--- src/rtl/riscv_pkg.sv ---
// Shared types for the RISC-V decode/issue path.
//   op_t          : decoded operation
//   idu_t         : decoded instruction record passed from IDU to EXU
//   scoreboard_t  : one pending-write bit per architectural register
//   is_md_op()    : true for operations that occupy the multiply/divide unit
package riscv_pkg;

  localparam int REGISTER_PORTS = 2;

  typedef enum logic [5:0] {
    ADD, SUB, AND, OR, XOR, SLL, SRL, SRA, SLT, SLTU,
    ADDI, ANDI, ORI, XORI, SLLI, SRLI, SRAI, SLTI, SLTIU,
    LUI, AUIPC, JAL, JALR, BEQ, BNE, BLT, BGE, BLTU, BGEU,
    LB, LH, LW, LBU, LHU, SB, SH, SW,
    MUL, MULH, MULHSU, MULHU, DIV, DIVU, REM, REMU,
    ILLEGAL, ECALL, EBREAK, FENCE
  } op_t;

  typedef struct packed {
    op_t         op;
    logic [4:0]  rd;
    logic [4:0]  rs1;
    logic [4:0]  rs2;
    logic        rd_used;
    logic        rs1_used;
    logic        rs2_used;
    logic [31:0] imm;
  } idu_t;

  typedef logic [31:0] scoreboard_t;

  function automatic logic is_md_op(op_t o);
    case (o)
      MUL, MULH, MULHSU, MULHU, DIV, DIVU, REM, REMU: return 1'b1;
      default:                                        return 1'b0;
    endcase
  endfunction

endpackage

--- src/rtl/riscv_scoreboard.sv ---
// Pending-write scoreboard for the 32 integer registers.
//   clk, rst    : clock, asynchronous active-high reset
//   wb_valid/wb_rd : writeback clears the pending bit of wb_rd
//   set_en/set_rd  : issue of a register-writing op marks set_rd pending
//   lk_addr/lk_busy: three combinational lookups (rs1, rs2, rd)
//   sb_err      : sticky, writeback seen for a register that was not pending
module riscv_scoreboard
  import riscv_pkg::*;
(
  input  logic            clk,
  input  logic            rst,
  input  logic            wb_valid,
  input  logic [4:0]      wb_rd,
  input  logic            set_en,
  input  logic [4:0]      set_rd,
  input  logic [2:0][4:0] lk_addr,
  output logic [2:0]      lk_busy,
  output logic            sb_err
);

  scoreboard_t sb_q, sb_d;
  logic        sb_err_q, sb_err_d;

  always_comb begin
    sb_d     = sb_q;
    sb_err_d = sb_err_q;
    if (wb_valid && (wb_rd != 5'd0)) begin
      sb_d[wb_rd] = 1'b0;
      if (!sb_q[wb_rd]) sb_err_d = 1'b1;
    end
    // Applied after the clear so an issue and a writeback to the same
    // register in one cycle leave the register pending.
    if (set_en && (set_rd != 5'd0)) sb_d[set_rd] = 1'b1;
    sb_d[0] = 1'b0;
  end

  always_ff @(posedge clk or posedge rst) begin
    if (rst) begin
      sb_q     <= '0;
      sb_err_q <= 1'b0;
    end else begin
      sb_q     <= sb_d;
      sb_err_q <= sb_err_d;
    end
  end

  always_comb begin
    lk_busy = '0;
    for (int unsigned i = 0; i < 3; i++) lk_busy[i] = sb_q[lk_addr[i]];
  end

  assign sb_err = sb_err_q;

endmodule

--- src/rtl/riscv_issue_ctl.sv ---
// Single-entry issue stage between IDU and EXU.
// Holds one decoded instruction until its source/destination registers have
// no pending writes and, for mul/div ops, the M unit is free; then issues it.
//   clk, rst            : clock, asynchronous active-high reset
//   idu_valid/idu_ready/idu : decoded instruction handshake
//   exu_valid/exu_ready/exu : issue handshake, exu is the held copy
//   rf_raddr            : register-file read addresses (0 = rs1, 1 = rs2)
//   md_busy             : multiply/divide unit occupied
//   wb_valid/wb_rd      : register writeback
//   flush               : discard the held instruction
//   stall_cnt           : saturating count of hazard stalls with EXU ready
//   sb_err              : sticky writeback-to-non-pending-register error
module riscv_issue_ctl
  import riscv_pkg::*;
#(
  parameter int REGISTER_PORTS = riscv_pkg::REGISTER_PORTS,
  parameter int STALL_CNT_W    = 32
) (
  input  logic                           clk,
  input  logic                           rst,
  input  logic                           idu_valid,
  output logic                           idu_ready,
  input  idu_t                           idu,
  output logic                           exu_valid,
  input  logic                           exu_ready,
  output idu_t                           exu,
  output logic [REGISTER_PORTS-1:0][4:0] rf_raddr,
  input  logic                           md_busy,
  input  logic                           wb_valid,
  input  logic [4:0]                     wb_rd,
  input  logic                           flush,
  output logic [STALL_CNT_W-1:0]         stall_cnt,
  output logic                           sb_err
);

  logic                   hold_valid_q, hold_valid_d;
  idu_t                   hold_q, hold_d;
  logic [STALL_CNT_W-1:0] stall_cnt_q, stall_cnt_d;

  logic [2:0][4:0] lk_addr;
  logic [2:0]      lk_busy;
  logic            hazard;
  logic            issue;
  logic            accept;

  assign lk_addr[0] = hold_q.rs1;
  assign lk_addr[1] = hold_q.rs2;
  assign lk_addr[2] = hold_q.rd;

  riscv_scoreboard u_sb (
    .clk      (clk),
    .rst      (rst),
    .wb_valid (wb_valid),
    .wb_rd    (wb_rd),
    .set_en   (issue && hold_q.rd_used),
    .set_rd   (hold_q.rd),
    .lk_addr  (lk_addr),
    .lk_busy  (lk_busy),
    .sb_err   (sb_err)
  );

  always_comb begin
    hazard = (hold_q.rs1_used && lk_busy[0]) ||
             (hold_q.rs2_used && lk_busy[1]) ||
             (hold_q.rd_used  && lk_busy[2]) ||
             (is_md_op(hold_q.op) && md_busy);
    exu_valid = hold_valid_q && !hazard && !flush;
    issue     = exu_valid && exu_ready;
    idu_ready = !flush && (!hold_valid_q || issue);
    accept    = idu_valid && idu_ready;
  end

  always_comb begin
    hold_valid_d = hold_valid_q;
    hold_d       = hold_q;
    if (flush) begin
      hold_valid_d = 1'b0;
    end else if (accept) begin
      hold_valid_d = 1'b1;
      hold_d       = idu;
    end else if (issue) begin
      hold_valid_d = 1'b0;
    end
  end

  always_comb begin
    stall_cnt_d = stall_cnt_q;
    if (hold_valid_q && hazard && exu_ready && !flush && (stall_cnt_q != '1))
      stall_cnt_d = stall_cnt_q + STALL_CNT_W'(1);
  end

  always_ff @(posedge clk or posedge rst) begin
    if (rst) begin
      hold_valid_q <= 1'b0;
      hold_q       <= '0;
      stall_cnt_q  <= '0;
    end else begin
      hold_valid_q <= hold_valid_d;
      hold_q       <= hold_d;
      stall_cnt_q  <= stall_cnt_d;
    end
  end

  always_comb begin
    rf_raddr = '0;
    if (hold_valid_q) begin
      for (int unsigned p = 0; p < REGISTER_PORTS; p++) begin
        if (p == 0)      rf_raddr[p] = hold_q.rs1;
        else if (p == 1) rf_raddr[p] = hold_q.rs2;
      end
    end
  end

  assign exu       = hold_q;
  assign stall_cnt = stall_cnt_q;

endmodule
--- config.mk ---
export PLATFORM = sky130hd
export DESIGN_NAME = riscv_issue_ctl
export DESIGN_NICKNAME = d
export VERILOG_FILES = /design/src/rtl/riscv_pkg.sv /design/src/rtl/riscv_scoreboard.sv /design/src/rtl/riscv_issue_ctl.sv
export SDC_FILE = /design/constraint.sdc
export NUM_CORES = 1
export LEC_CHECK = 0
export CORE_MARGIN = 10
export CORE_UTILIZATION = 40
export CTS_CLUSTER_SIZE = 16
export DETAILED_ROUTE_END_ITERATION = 16
export GPL_TIMING_DRIVEN = 0
export PLACE_DENSITY_LB_ADDON = 0.08
export SLEW_MARGIN = 10
export SYNTH_ARGS = -nofsm -noshare
export SYNTH_HDL_FRONTEND = slang
export SYNTH_HIERARCHICAL = 1
export SYNTH_SLANG_ARGS = --single-unit
--- constraint.sdc ---
create_clock -name clk -period 9.3 [get_ports clk]
set_input_delay 1.395 -clock clk [delete_from_list [all_inputs] [get_ports clk]]
set_output_delay 1.395 -clock clk [all_outputs]
set_load 0.01 [all_outputs]
# Word level (Yosys, flattened, before mapping)
# Index checks and enable logic that the tools add are counted.
# word_totals
ram_bits,0
output_inout_bits,101
elab_cells,83
n_memories,0
input_bits,68
latch_bits,0
regBits,121
mem_bits_ro,0
# op_classes
shift,0
mux,19
n_lt_le_gt_ge,6
multipliers,0
n_addsub,1
div,0
n_bitwise,5
reduce_logical,31
n_eq_ne,9
# op_table
op,count
two-way mux 32 bit,2
== test 6 bit (second input constant),8
adder 32 x 1 -> 32 bit (second input constant),1
AND 32 bit,1
!= test 32 bit (second input constant),1
inverter 32 bit,1
OR 32 bit,1
< comparator 5 x 6 -> 1 bit (second input constant),4
binary-select mux 1 bit (select 5 bit),4
logical AND 1 bit,18
demux 1 bit (select 5 bit),2
greater-or-equal comparator 5 x 1 -> 1 bit (second input constant),2
two-way mux 1 bit,10
two-way mux 10 bit,1
nonzero test 5 bit,2
OR reduction 8 bit,1
logical OR 1 bit,4
AND reduction 2 bit,2
logical NOT 1 bit,3
nonzero test 3 bit,1
inverter 1 bit,2

# Depth between registers and ports, before layout
# depth
depth_word,15
mapped_depth,13
ltp_nobuf,10

# Hierarchy
# Netlist, hierarchy kept.
# modules_own_cells
module,area_per_inst_um2,seq_area_each_um2,instances,cells_each
riscv_issue_ctl,4013.8,2227.1,1,298
riscv_scoreboard,2408.6,800.8,1,229

# Least setup slack after synthesis
# OpenSTA, ideal clock, no wires.
# synth_path
path_type,flip-flop to output port
start,"register hold_q, in the netlist exu[46]"
end,output port exu_valid
path_slack_ns,5.174
arrival_ns,2.731
path_stages_with_launch,9
cell_sequence,dfrtp_1 -> buf_2 -> mux4_2 -> mux4_2 -> inv_1 -> a21oi_1 -> a222oi_1 -> o21ai_1 -> nor4b_1
# synth_via
elab_chain_cells,8
# synth_lines
element,line,rtl
start: declaration,riscv_issue_ctl.sv:37,"idu_t hold_q, hold_d;"
start signal: assignment,riscv_issue_ctl.sv:99,hold_q <= hold_d;
binary-select mux 1 bit (select 5 bit),riscv_scoreboard.sv:49,for (int unsigned i = 0; i < 3; i++) lk_busy[i] = sb_q[lk_addr[i]];
two-way mux 1 bit (not written as such),riscv_scoreboard.sv:49,
via lk_busy[2],riscv_issue_ctl.sv:41,logic [2:0] lk_busy;
logical AND 1 bit,riscv_issue_ctl.sv:65,(hold_q.rd_used && lk_busy[2]) ||
logical OR 1 bit,riscv_issue_ctl.sv:64,(hold_q.rs2_used && lk_busy[1]) ||
logical OR 1 bit,riscv_issue_ctl.sv:65,
logical NOT 1 bit,riscv_issue_ctl.sv:67,exu_valid = hold_valid_q && !hazard && !flush;
logical AND 1 bit (2 in a row),riscv_issue_ctl.sv:67,
end: declaration,riscv_issue_ctl.sv:24,"output logic exu_valid,"
# The timed path passes the listed nets, and every way through them passes these cells. The select of a mux whose other input is x is not followed.

# Worst setup path after layout
# layout_path
start,"register hold_q, in the netlist exu[45]"
end,output port exu_valid
# The elaborated chain is that of the path after synthesis.

==> flow_metrics.tcl <==
set metrics [dict create \
    post-route-drc-count 0 \
    max_freq_mhz 176 \
    critical_path_class "flop to output pin" \
    via_per_inst 5.47 \
    comb_power_share_pct 25.3 \
    setup_viol 0 \
    cp-end-kind "output pin" \
    gp_congestion 0.888 \
    slew_headroom_pct 48.6 \
    synthArstFlopShare_pct 100 \
    crit_slowest_cell "clkdlybuf4s50_1" \
    cts_tree "yes" \
    finClkSkew_ns 0.0105 \
    design_area_sq_mm 0.00905 \
    final_nets 783 \
    dp_hpwl_um 14900 \
    p_sw_mw 0.533 \
    antenna_found_initial 0 \
    arrival_ns 4.29 \
    p_clk_share_pct 38.4 \
    post_cts_resized 0 \
    clock-sinks 121 \
    synth_flop_cell "dfrtp_1" \
    synthTopCellsByCount "121 x dfrtp_1, 58 x o21ai_0, 40 x mux2_4" \
    clk_latency_ns 0.42 \
    critPathMaxStageDelay_ns 0.64 \
    grt_pass1_wl_um 31600 \
    numPortBuffers 167 \
    timing_hold_violations_final 0 \
    track_usage_pct 18.5 \
    layout-drive-gt1-share_pct 19.5 \
    syn-cell-area_sq_mm 0.00642 \
    crit_top_cell "mux4_2" \
    outcome "finished clean" \
    cts.path.max_buffers 2 \
    grt_max_degree 46 \
    p_leak_nw 3.86 \
    syn_to_final_growth_pct 40.9 \
    crit_buf_inv 3 \
    wl_per_cell_um 21.0 \
    ys_types 53 \
    cap_violations 0 \
    initial_core_util_pct 40.6 \
    core_sq_mm 0.0158 \
    n_antenna_cell 0 \
    yosys-top-cells-area "dfrtp_1 47%, mux4_2 9.5%, mux2_4 9.4%" \
    finalMaxSlewViolations 0 \
    required_ns 7.91 \
    worst_pin_slew_ns 0.770 \
    die_h_um 147 \
    dr.pass1.iters 5 \
    yosys_warnings 6 \
    drt_iter0_markers 381 \
    sw_frac_of_total_pct 27.9 \
    synth_area_leader_cell "dfrtp_1" \
    synth_most_common_cell "dfrtp_1" \
    fp.dieArea_sq_mm 0.0215 \
    critPathLaunchType "flop" \
    ys_ff_latch 121 \
    crit_chain "buf_2, mux4_2, mux4_2, inv_1, a21oi_1, a222oi_1, o21ai_1, nor4b_1, clkdlybuf4s50_1" \
    critical_path.top_delay_family "multiplexers" \
    wirelength_um 19800 \
    fin_crit_ns 5.69 \
    clk_pin_slew_ns 0.06 \
    grt_pass1_vias 5531 \
    hold_class "flop to flop" \
    cts_hold_buf 0 \
    drtAntennaViolNets 0 \
    io_pins 169 \
    ctsHtreeMaxLevel 4 \
    die_x_um 147 \
    postCtsSetupBuffers 0 \
    gr-total-overflow 0 \
    fillerInstances 1330 \
    powerDensity_mw_per_mm2 211 \
    cts_buffers 17 \
    whs_ns 0.469 \
    postPlaceCellArea_sq_mm 0.00839 \
    final_util_pct 57.2 \
    syn-num-nets 596 \
    max-vdd-ir-drop_mv 0.167 \
    std_cell_rows 46 \
    yosysTopAreaCellShare_pct 47.1 \
    fin_setup_tns_ns 0 \
    period_share_pct 61.1 \
    ctsRootBufferMaster "clkbuf_16" \
    crit_fanout 11 \
    p_int_mw 1.38 \
    rsz0062_at_grt "no" \
    synth-edff-count 0 \
    synthCells 527 \
    syn_area_per_cell_sq_um 12.2 \
    pwr-share-seq_pct 36.3 \
    vias 5158 \
    yosysSeqAreaShare_pct 47.1 \
]
## layout by cell type (no fill, tap or decap), types with 5 or more instances in the layout
cell type	instances
o21ai_0	58
nand2b_1	6
inv_1	13
buf_6	6
clkdlybuf4s50_1	167
xor2_1	28
buf_2	8
nor4_1	10
nor3b_1	7
nor3_1	13
and2_1	12
mux2_4	40
mux4_2	27
clkbuf_1	13
nand2_1	26
nand4_1	9
nand3b_1	10
mux2_2	25
a211oi_1	7
clkbuf_16	17
nand3_1	16
a21oi_1	6
nor2_1	14
bufinv_16	5
o21ai_1	5
dfrtp_1	121
## path summary, 6_finish.rpt
kind | to | slack [ns] | depth (start not counted) | start
max in group asynchronous | exu[49]$_DFFE_PP0P_ | 7.21 | 3 | rst
worst min-delay path | u_sb/sb_err$_DFFE_PP0P_ | 0.47 | 1 | u_sb/sb_err$_DFFE_PP0P_
worst max register to register | exu[45]$_DFFE_PP0P_ | 5.10 | 12 | exu[45]$_DFFE_PP0P_
min in group asynchronous | exu[46]$_DFFE_PP0P_ | 1.44 | 2 | rst
worst max-delay path | exu_valid | 3.61 | 9 | exu[45]$_DFFE_PP0P_
worst min register to register | u_sb/sb_err$_DFFE_PP0P_ | 0.47 | 1 | u_sb/sb_err$_DFFE_PP0P_
## metal layers
layer  up-vias  routed length, um  global-route usage, %  share of wire (%)
li1       2344                  -                      -                  -
met1      2563               8080                   22.7                 41
met2       217               9710                   30.3                 49
met3        34               1590                   6.14                8.0
met4         0                391                   5.26                2.0
met5         -                  0                      0                  0
## per-stage QoR
| stage | cells | power (mW) | worst slack [ns] |
|---|---|---|---|
| 2_1_floorplan | 527 | 0.931 | 5.17 |
| 3_3_place_gp | 910 | 1.18 | 4.10 |
| 3_5_place_dp | 911 | 1.19 | 4.13 |
| 4_1_cts | 943 | 1.93 | 3.66 |
| 5_1_grt | 943 | 2.00 | 3.52 |
| 6_report | 943 | 1.91 | 3.61 |
## logic make-up after synthesis
kind of cell / after synthesis / share of synthesized area [%]
AO/OA/AOI/OAI: 96 / 8.79
XOR/XNOR: 30 / 4.09
adder cells (fa/ha/maj): 1 / 0.195
buffers and inverters: 42 / 3.31
flip-flops: 121 / 47.1
multiplexers: 97 / 24.2
AND/OR/NAND/NOR: 140 / 12.2
## final cells by class
type	count	area (sq um)	area share, %
multi-input cells	364	3180	35.2
flip-flops and latches	121	3030	33.5
plain buffers	27	156	1.73
inverters	15	58.8	0.650
repair buffers	168	1700	18.8
clock buffers	19	443	4.89
clock inverters	13	214	2.36
well taps	216	270	2.99
## power groups by stage
stage	Sequential (mW)	Clock (mW)	Combinational, mW
4_1_cts	0.694	0.746	0.488
3_3_place_gp	0.698	0	0.478
6_report	0.694	0.733	0.482
3_5_place_dp	0.701	0	0.486
5_1_grt	0.706	0.772	0.518
2_1_floorplan	0.701	0	0.230
## sequential cells by signal (all words and copies together) (netlist names)
name,cells
u_sb/sb_err,1
exu,56
hold_valid_q,1
stall_cnt,32
u_sb/sb_q,31
No activity file was read; power rests on OpenSTA's default activity.
